--- src/rtl/alu_pkg.sv ---
// Shared types and widths for the ALU arbiter block.
// Latency: n/a (declarations only).
// Backpressure: n/a.
package alu_pkg;

  localparam int OP_W  = 4;  // operand / opcode width
  localparam int Y_W   = 8;  // ALU result width
  localparam int LAT_W = 4;  // wait counter width, covers ALU_LAT 1..15

  typedef enum logic [1:0] {
    IDLE = 2'd0,
    BUSY = 2'd1,
    DONE = 2'd2
  } state_t;

endpackage

--- src/rtl/alu_arbiter_if.sv ---
// Bundle of requester, ALU and display signals for alu_arbiter.
// Latency: n/a (wires only).
// Backpressure: requests are levels held until the matching done pulse.
// Ports: req0/1, a0/1, b0/1, sel0/1 (requesters), done0/1, result, busy,
//        alu_a/b/sel (to ALU), alu_y (from ALU), disp_val, disp_signed.
interface alu_arbiter_if;
  import alu_pkg::*;

  logic            req0, req1;
  logic [OP_W-1:0] a0, b0, sel0;
  logic [OP_W-1:0] a1, b1, sel1;
  logic            done0, done1;
  logic [Y_W-1:0]  result;
  logic            busy;
  logic [OP_W-1:0] alu_a, alu_b, alu_sel;
  logic [Y_W-1:0]  alu_y;
  logic [Y_W-1:0]  disp_val;
  logic            disp_signed;

  // Arbiter side
  modport slave (
    input  req0, req1, a0, b0, sel0, a1, b1, sel1, alu_y,
    output done0, done1, result, busy, alu_a, alu_b, alu_sel,
           disp_val, disp_signed
  );

  // Requester / ALU side
  modport master (
    output req0, req1, a0, b0, sel0, a1, b1, sel1, alu_y,
    input  done0, done1, result, busy, alu_a, alu_b, alu_sel,
           disp_val, disp_signed
  );

endinterface

--- src/rtl/rr_arb2.sv ---
// Two-way round-robin arbiter with a one-bit priority pointer.
// Latency: combinational grant; pointer updates on the granting edge.
// Backpressure: no grant while en_i is low; pointer frozen on idle cycles.
// Ports: clk, rst_n, req_i[1:0], en_i, gnt_o[1:0] (one-hot or zero).
module rr_arb2 (
  input  logic       clk,
  input  logic       rst_n,
  input  logic [1:0] req_i,
  input  logic       en_i,
  output logic [1:0] gnt_o
);

  // ptr_q = index of the requester that wins a tie
  logic ptr_q, ptr_d;
  logic [1:0] gnt;

  always_comb begin
    gnt   = 2'b00;
    ptr_d = ptr_q;
    if (en_i) begin
      if (req_i == 2'b11) begin
        gnt = ptr_q ? 2'b10 : 2'b01;
      end else begin
        gnt = req_i;
      end
    end
    // Whoever was just served loses the next tie
    if (gnt != 2'b00) begin
      ptr_d = gnt[0];
    end
  end

  always_ff @(posedge clk or negedge rst_n) begin
    if (!rst_n) begin
      ptr_q <= 1'b0;
    end else begin
      ptr_q <= ptr_d;
    end
  end

  assign gnt_o = gnt;

endmodule

--- src/rtl/alu_arbiter.sv ---
// Shares one external ALU between two requesters; captures result for display.
// Latency: grant edge -> ALU_LAT edges -> one-cycle done; next grant 2 edges later.
// Backpressure: requests wait in IDLE; inputs ignored while BUSY/DONE.
// Ports: clk, rst_n, bus (alu_arbiter_if.slave). ALU_LAT legal range 1..15.
module alu_arbiter
  import alu_pkg::*;
#(
  parameter int ALU_LAT = 1
) (
  input  logic                clk,
  input  logic                rst_n,
  alu_arbiter_if.slave        bus
);

  localparam logic [LAT_W-1:0] CNT_ONE  = LAT_W'(1);
  localparam logic [LAT_W-1:0] CNT_LOAD = LAT_W'(ALU_LAT);

  state_t          state_q, state_d;
  logic [LAT_W-1:0] cnt_q, cnt_d;
  logic            win_q, win_d;
  logic [OP_W-1:0] alu_a_q, alu_a_d;
  logic [OP_W-1:0] alu_b_q, alu_b_d;
  logic [OP_W-1:0] alu_sel_q, alu_sel_d;
  logic [Y_W-1:0]  res_q, res_d;
  logic            sgn_q, sgn_d;

  logic [1:0]      gnt;
  logic            gnt_en;
  logic            any_gnt;

  // Arbitration only happens in IDLE, so the pointer never moves elsewhere
  assign gnt_en  = (state_q == IDLE);
  assign any_gnt = |gnt;

  rr_arb2 u_arb (
    .clk   (clk),
    .rst_n (rst_n),
    .req_i ({bus.req1, bus.req0}),
    .en_i  (gnt_en),
    .gnt_o (gnt)
  );

  always_comb begin
    state_d   = state_q;
    cnt_d     = cnt_q;
    win_d     = win_q;
    alu_a_d   = alu_a_q;
    alu_b_d   = alu_b_q;
    alu_sel_d = alu_sel_q;
    res_d     = res_q;
    sgn_d     = sgn_q;
    case (state_q)
      IDLE: begin
        if (any_gnt) begin
          state_d   = BUSY;
          cnt_d     = CNT_LOAD;
          win_d     = gnt[1];
          alu_a_d   = gnt[1] ? bus.a1   : bus.a0;
          alu_b_d   = gnt[1] ? bus.b1   : bus.b0;
          alu_sel_d = gnt[1] ? bus.sel1 : bus.sel0;
        end
      end
      BUSY: begin
        cnt_d = cnt_q - CNT_ONE;
        if (cnt_q == CNT_ONE) begin
          state_d = DONE;
          res_d   = bus.alu_y;
          sgn_d   = alu_sel_q[3];
        end
      end
      DONE: begin
        state_d = IDLE;
      end
      default: begin
        state_d = IDLE;
      end
    endcase
  end

  always_ff @(posedge clk or negedge rst_n) begin
    if (!rst_n) begin
      state_q   <= IDLE;
      cnt_q     <= '0;
      win_q     <= 1'b0;
      alu_a_q   <= '0;
      alu_b_q   <= '0;
      alu_sel_q <= '0;
      res_q     <= '0;
      sgn_q     <= 1'b0;
    end else begin
      state_q   <= state_d;
      cnt_q     <= cnt_d;
      win_q     <= win_d;
      alu_a_q   <= alu_a_d;
      alu_b_q   <= alu_b_d;
      alu_sel_q <= alu_sel_d;
      res_q     <= res_d;
      sgn_q     <= sgn_d;
    end
  end

  // All outputs come straight from registers
  assign bus.done0       = (state_q == DONE) && !win_q;
  assign bus.done1       = (state_q == DONE) &&  win_q;
  assign bus.busy        = (state_q != IDLE);
  assign bus.result      = res_q;
  assign bus.disp_val    = res_q;
  assign bus.disp_signed = sgn_q;
  assign bus.alu_a       = alu_a_q;
  assign bus.alu_b       = alu_b_q;
  assign bus.alu_sel     = alu_sel_q;

endmodule

--- src/flat_wrapper.sv ---
// flat-port wrapper written by rule: the top's interface ports become plain ports
module alu_arbiter_flat import alu_pkg::*;
#(
  parameter int ALU_LAT = 1
)
  (clk, rst_n, bus_req0, bus_req1, bus_a0, bus_b0, bus_sel0, bus_a1, bus_b1, bus_sel1, bus_alu_y, bus_done0, bus_done1, bus_result, bus_busy, bus_alu_a, bus_alu_b, bus_alu_sel, bus_disp_val, bus_disp_signed);
  alu_arbiter_if bus_i ();
  input  logic clk;
  input  logic rst_n;
  input wire logic [$bits(bus_i.req0)-1:0] bus_req0;
  input wire logic [$bits(bus_i.req1)-1:0] bus_req1;
  input wire logic [$bits(bus_i.a0)-1:0] bus_a0;
  input wire logic [$bits(bus_i.b0)-1:0] bus_b0;
  input wire logic [$bits(bus_i.sel0)-1:0] bus_sel0;
  input wire logic [$bits(bus_i.a1)-1:0] bus_a1;
  input wire logic [$bits(bus_i.b1)-1:0] bus_b1;
  input wire logic [$bits(bus_i.sel1)-1:0] bus_sel1;
  input wire logic [$bits(bus_i.alu_y)-1:0] bus_alu_y;
  output wire logic [$bits(bus_i.done0)-1:0] bus_done0;
  output wire logic [$bits(bus_i.done1)-1:0] bus_done1;
  output wire logic [$bits(bus_i.result)-1:0] bus_result;
  output wire logic [$bits(bus_i.busy)-1:0] bus_busy;
  output wire logic [$bits(bus_i.alu_a)-1:0] bus_alu_a;
  output wire logic [$bits(bus_i.alu_b)-1:0] bus_alu_b;
  output wire logic [$bits(bus_i.alu_sel)-1:0] bus_alu_sel;
  output wire logic [$bits(bus_i.disp_val)-1:0] bus_disp_val;
  output wire logic [$bits(bus_i.disp_signed)-1:0] bus_disp_signed;
  assign bus_i.req0 = bus_req0;
  assign bus_i.req1 = bus_req1;
  assign bus_i.a0 = bus_a0;
  assign bus_i.b0 = bus_b0;
  assign bus_i.sel0 = bus_sel0;
  assign bus_i.a1 = bus_a1;
  assign bus_i.b1 = bus_b1;
  assign bus_i.sel1 = bus_sel1;
  assign bus_i.alu_y = bus_alu_y;
  assign bus_done0 = bus_i.done0;
  assign bus_done1 = bus_i.done1;
  assign bus_result = bus_i.result;
  assign bus_busy = bus_i.busy;
  assign bus_alu_a = bus_i.alu_a;
  assign bus_alu_b = bus_i.alu_b;
  assign bus_alu_sel = bus_i.alu_sel;
  assign bus_disp_val = bus_i.disp_val;
  assign bus_disp_signed = bus_i.disp_signed;
  alu_arbiter #(.ALU_LAT(ALU_LAT)) u_core (.clk(clk), .rst_n(rst_n), .bus(bus_i));
endmodule
--- config.mk ---
export PLATFORM = sky130hd
export DESIGN_NAME = alu_arbiter_flat
export DESIGN_NICKNAME = d
export VERILOG_FILES = /design/src/rtl/alu_pkg.sv /design/src/rtl/alu_arbiter_if.sv /design/src/rtl/rr_arb2.sv /design/src/rtl/alu_arbiter.sv /design/src/flat_wrapper.sv
export SDC_FILE = /design/constraint.sdc
export NUM_CORES = 1
export LEC_CHECK = 0
export BUFFER_PORTS_ARGS = -buffer_cell sky130_fd_sc_hd__buf_4
export CAP_MARGIN = 15
export CORE_ASPECT_RATIO = 2
export CORE_MARGIN = 2
export CORE_UTILIZATION = 42
export DETAILED_ROUTE_END_ITERATION = 16
export PLACE_DENSITY = 0.79
export SYNTH_ARGS = -nofsm -noshare
export SYNTH_HDL_FRONTEND = slang
export SYNTH_SLANG_ARGS = --single-unit
--- constraint.sdc ---
create_clock -name clk -period 1.3 [get_ports clk]
set_input_delay 0.26 -clock clk [delete_from_list [all_inputs] [get_ports clk]]
set_output_delay 0.26 -clock clk [all_outputs]
set_load 0.01 [all_outputs]
### Word-level counts from Yosys, hierarchy flattened

Cells that the tools add are included.

* input port bits: 36
* logic and storage cells: 39
* flip-flop bits (word level): 29
* output and inout port bits: 32

* reduce and logical (&&, ||, !) cells: 12
* eq/ne operators: 6
* mux-type cells: 11
* add/subtract/negate cells: 1

Operator list (count)
* $mux W4: 4
* $mux W2: 5
* $pmux W4 S2: 1
* $reduce_and A2 Y1: 4
* $reduce_bool A2 Y1: 3
* $eq A2 B2 Y1 const B: 2
* $eq A4 B1 Y1 const B: 1
* $pmux W2 S2: 1
* $sub A4 B1 Y4 const B: 1
* $eq A2 B1 Y1 const B: 1
* $logic_and A1 B1 Y1: 2
* $logic_not A2 Y1: 1
* $ne A2 B1 Y1 const B: 1
* $ne A2 B2 Y1 const B: 1
* $reduce_or A2 Y1: 1
* $logic_not A1 Y1: 1

### Depth between registers and ports, before layout

* word-level depth: 6
* depth in mapped cells: 5
* mapped depth without buffers: 5

### By module

Synthesis repeated with hierarchy kept, for this count alone.

* cells, all modules: 110
* area total of the unflattened synthesis: 1470.2 sq um

By module, submodules not included
* alu_arbiter: seq. area each 700.7 sq um, cells an instance 102, times used 1, area an instance 1408.9 sq um
* rr_arb2: seq. area each 25.0 sq um, cells an instance 8, times used 1, area an instance 61.3 sq um

### Worst setup path before layout

No wires, ideal clock.

* kind: register -> register
* from: reg u_core.cnt_q[1]
* to: reg u_core.sgn_q (netlist: u_core.bus.disp_signed)
* cell stages (with the launch flop): 6
* slack: -0.059 ns
* period minus slack after synthesis: 1.359 ns
* data required time: 1.172 ns
* arrival: 1.231 ns
* path buffers: 0
* setup time: 0.128 ns
* cell sequence: dfrtp_1 inv_1 ha_1 nor3b_2 nand2_2 mux2_1

* cells in the longest elaborated chain, start to end: 2

RTL lines
* from (decl): line alu_arbiter.sv:19 `logic [LAT_W-1:0] cnt_q, cnt_d;`
* from (signal assigned): line alu_arbiter.sv:92 `cnt_q <= cnt_d;`
* $eq A4 B1 Y1: line alu_arbiter.sv:65 `if (cnt_q == CNT_ONE) begin`
* $reduce_and A2 Y1 (no source line)
* to (signal assigned): line alu_arbiter.sv:98 `sgn_q <= sgn_d;`
* to (decl): line alu_arbiter.sv:25 `logic sgn_q, sgn_d;`

No other way between the ends.
A chain may end at the register's enable or synchronous reset.

### Worst setup path in the final report

* from: reg u_core.cnt_q[1]
* to: reg u_core.res_q[6] (netlist: u_core.bus.disp_val[6])

* cells in the longest elaborated chain, start to end: 2

RTL lines
* $eq A4 B1 Y1: line alu_arbiter.sv:65
* $reduce_and A2 Y1 (no source line)
* to (signal assigned): line alu_arbiter.sv:97 `res_q <= res_d;`
* to (decl): line alu_arbiter.sv:24 `logic [Y_W-1:0] res_q, res_d;`

No other way between the ends.

==> summary.txt <==
Worst setup path
  – Arrival time worst endpoint: 1.65 ns
  – Crit Path Category: flop to flop
  – Reg2Reg Setup Slack: -0.18 ns
  – CP Capture Type: flop
  – Slowest stage delay, CP: 0.39 ns
  – WP buf/inv: 1
  – Max stage delay cell, worst path: dfrtp_1
  – Crit Path Max Fanout: 5
  – Worst endpoint required time: 1.47 ns
  – CP startpoint kind: flop
  – Delay-heaviest family, CP: simple AND/OR/NAND/NOR gates
  – CP Cell Sequence: inv_2 > ha_4 > nor3b_4 > nand2_2 > mux2_4

Placement
  – DP Cell Count: 230
  – PortBufs: 67
  – Final GP Congestion: 0.7088
  – Post-DP HPWL: 2684 um

Timing
  – Hold slack: 0.2117 ns
  – Worst rel slew slack: 0.2859
  – Final setup viols: 26
  – RSZ-0062 raised after global routing: true
  – Crit path time final: 1.481 ns
  – Hold Vio Cnt, Final: 0
  – Setup tns final: -3.441 ns
  – Worst-Margin Slew: 1.067 ns
  – Setup Skew: 0.006224 ns
  – Setup slack after layout: -0.1812 ns
  – Period utilization: 1.139
  – Max Fclk: 675.1 MHz
  – Final Max Tran Viols: 0

Floorplan
  – Die Y: 88.24 um
  – Core ar.: 3378 um2
  – Die Area: 4070 um2
  – Initial core utilization: 0.4411
  – # IOs: 68
  – FP Rows: 30
  – Die width: 46.12 um

Power and ir drop
  – Power Dens Cells: 2666 nW/um2
  – Worst VDD drop: 0.001644 V
  – Pleak: 1.170 nW

Yosys
  – Yosys warnings: 0
  – Syn Nets: 174
  – Synth async-reset ratio: 1.000
  – Cell Area, Synth: 1490 um2
  – Mux share of post-synthesis cell area: 0.06801
  – Largest family of logic cells by synthesized area: compound AO/OA/AOI/OAI gates
  – Top FF cell, synth: dfrtp_1
  – Compound-gate portion of the synthesized area: 0.1889
  – Synth Register Bits: 29
  – Most common cell in the netlist: dfrtp_1
  – Yosys top cell by area: dfrtp_1
  – Synth top area share: 0.4870
  – Simple-Gate Fraction of Synth Area: 0.1243
  – Synth Instances: 136
  – Area contributors post-synth: dfrtp_1, o311ai_2, mux2_1
  – Number of flops mapped to enable cells by yosys: 0
  – Adder-Cell Fraction of Synth Area: 0.01679
  – Avg Cell Area, Syn: 10.96 um2
  – Sequential fraction of the synthesis area: 0.4870
  – Yosys cell types: 32
  – Synth top cells by count: dfrtp_1, inv_1, nand3_1, o21ai_0
  – Post-Synth XOR/XNOR Area: 0.01175

Route
  – # DRC: 0
  – Aggregate routed wire length: 4195 um
  – 1st-iter DRT viols: 25
  – Avg WL per Cell: 16.65 um
  – Vias: 1374
  – Antenna viol nets, final: 0
  – DR vias/cell: 5.452
  – DR pass1 iterations: 4

Finish
  – Synth-to-layout area growth: 59.28%
  – N_diodes: 0
  – Layout Cells excl Fill: 252
  – Nets: 257
  – Share of layout cells above drive strength 1: 0.6000
  – # fillers: 233

Flow run
  – Maxcap violations: 0

GRT
  – First-pass GRT wire length: 6272 um
  – GRT Util Overall: 0.2105
  – Number of global-route vias before repair: 1396
  – Number of antenna violations at the first check in global routing: 0
  – GRT overflow: 0
  – Largest net degree at the start of global routing: 30

Clock tree
  – Clock sink total: 29
  – Clock transition at path regs: 0.06 ns
  – H-Tree Level Count: 2
  – CTS Buffer Depth: 2
  – Total CTS buffers: 5
  – Root Driver: clkbuf_8
  – CTS tree: built
  – Clk_lat worst skew: 0.28 ns

Min path
  – Min-Delay Path Class: input pin to flop

Status
  – Failing checks: setup timing
  – Status: complete, but fails checks
## state kept, by name, summed over array words and instances, names as in the netlist
signal                  flops
u_core.bus.disp_signed      1
u_core.state_q              2
u_core.bus.alu_sel          4
u_core.u_arb.ptr_q          1
u_core.bus.disp_val         8
u_core.bus.alu_b            4
u_core.bus.alu_a            4
u_core.win_q                1
u_core.cnt_q                4
## placed cells by master (no fill, tap or decap), types with 3 or more instances in the layout
cell	synthesis	routed
dfrtp_1	29	27
buf_6	1	6
nand3_1	12	12
o21ai_1	1	10
buf_4	8	80
nand2_1	3	3
mux2_4	0	8
o311ai_2	9	12
inv_1	15	13
clkbuf_8	0	6
nor2_1	5	4
## stage by stage
| stage | power, W | cell area, um2 | setup slack (ns) | util |
|---|---|---|---|---|
| 4_1_cts | 0.005726 | 2216 | -0.1572 | 0.6559 |
| 3_3_place_gp | 0.004364 | 2007 | -0.09125 | 0.5941 |
| 5_1_grt | 0.006729 | 2374 | -0.2620 | 0.7026 |
| 6_report | 0.006329 | 2374 | -0.1812 | 0.7026 |
| 2_1_floorplan | 0.003371 | 1490 | -0.05841 | - |
| 3_5_place_dp | 0.004494 | 2007 | -0.2073 | 0.5941 |
## cell families after synthesis
family | after synthesis
adders and majority gates | 2
and+or+nand+nor | 32
AOI/OAI and AO/OA | 32
xor gates and xnor gates | 2
buffers and inverters | 30
muxes | 9
DFF | 29
## worst paths after layout
check,start,end,depth (start not counted)
max,u_core.cnt_q[1],u_core.bus.disp_val[6],5
min,bus_alu_y[2],u_core.bus.disp_val[2],2
max reg2reg,u_core.cnt_q[1],u_core.bus.disp_val[6],5
min reg2reg,u_core.u_arb.ptr_q,u_core.u_arb.ptr_q,1
max in group asynchronous,rst_n,u_core.state_q[1],2
min in group asynchronous,rst_n,u_core.bus.disp_val[7],2
## power by group
group          total [W]  internal (W)  switching [W]  leakage, nW
Combinational    0.00360       0.00198        0.00163        0.767
Clock           0.000964      0.000624       0.000340       0.0585
Sequential       0.00176       0.00138       0.000382        0.344
## routing by layer
layer  vias to the layer above  track usage  share of wire
li1                        639            -              -
met1                       662       0.2127           0.34
met2                        65       0.3965           0.58
met3                         8      0.05510          0.063
met4                         0      0.05974          0.015
met5                         -            0              0
## final cells by class
class / instances / area (um2) / share of cell area
clock inverters: 1 / 30.03 / 0.01265
clock buffers: 7 / 86.33 / 0.03637
flip-flops and latches: 29 / 728.2 / 0.3068
repair buffers: 88 / 683.2 / 0.2878
inverters: 16 / 65.06 / 0.02741
well taps: 32 / 40.04 / 0.01687
multi-input cells: 79 / 740.7 / 0.3121
## timing repair
action | 4_1_cts | 5_1_grt
endpoints found under the hold margin | 29 | 0
setup buffers | 3 | 7
hold buffers | 1 | 0
setup endpoints to repair | 25 | 29
pin swaps | 4 | 7
gates resized for setup | 14 | 34
gates cloned | 1 | 2
(Power assumes the default switching activity.)
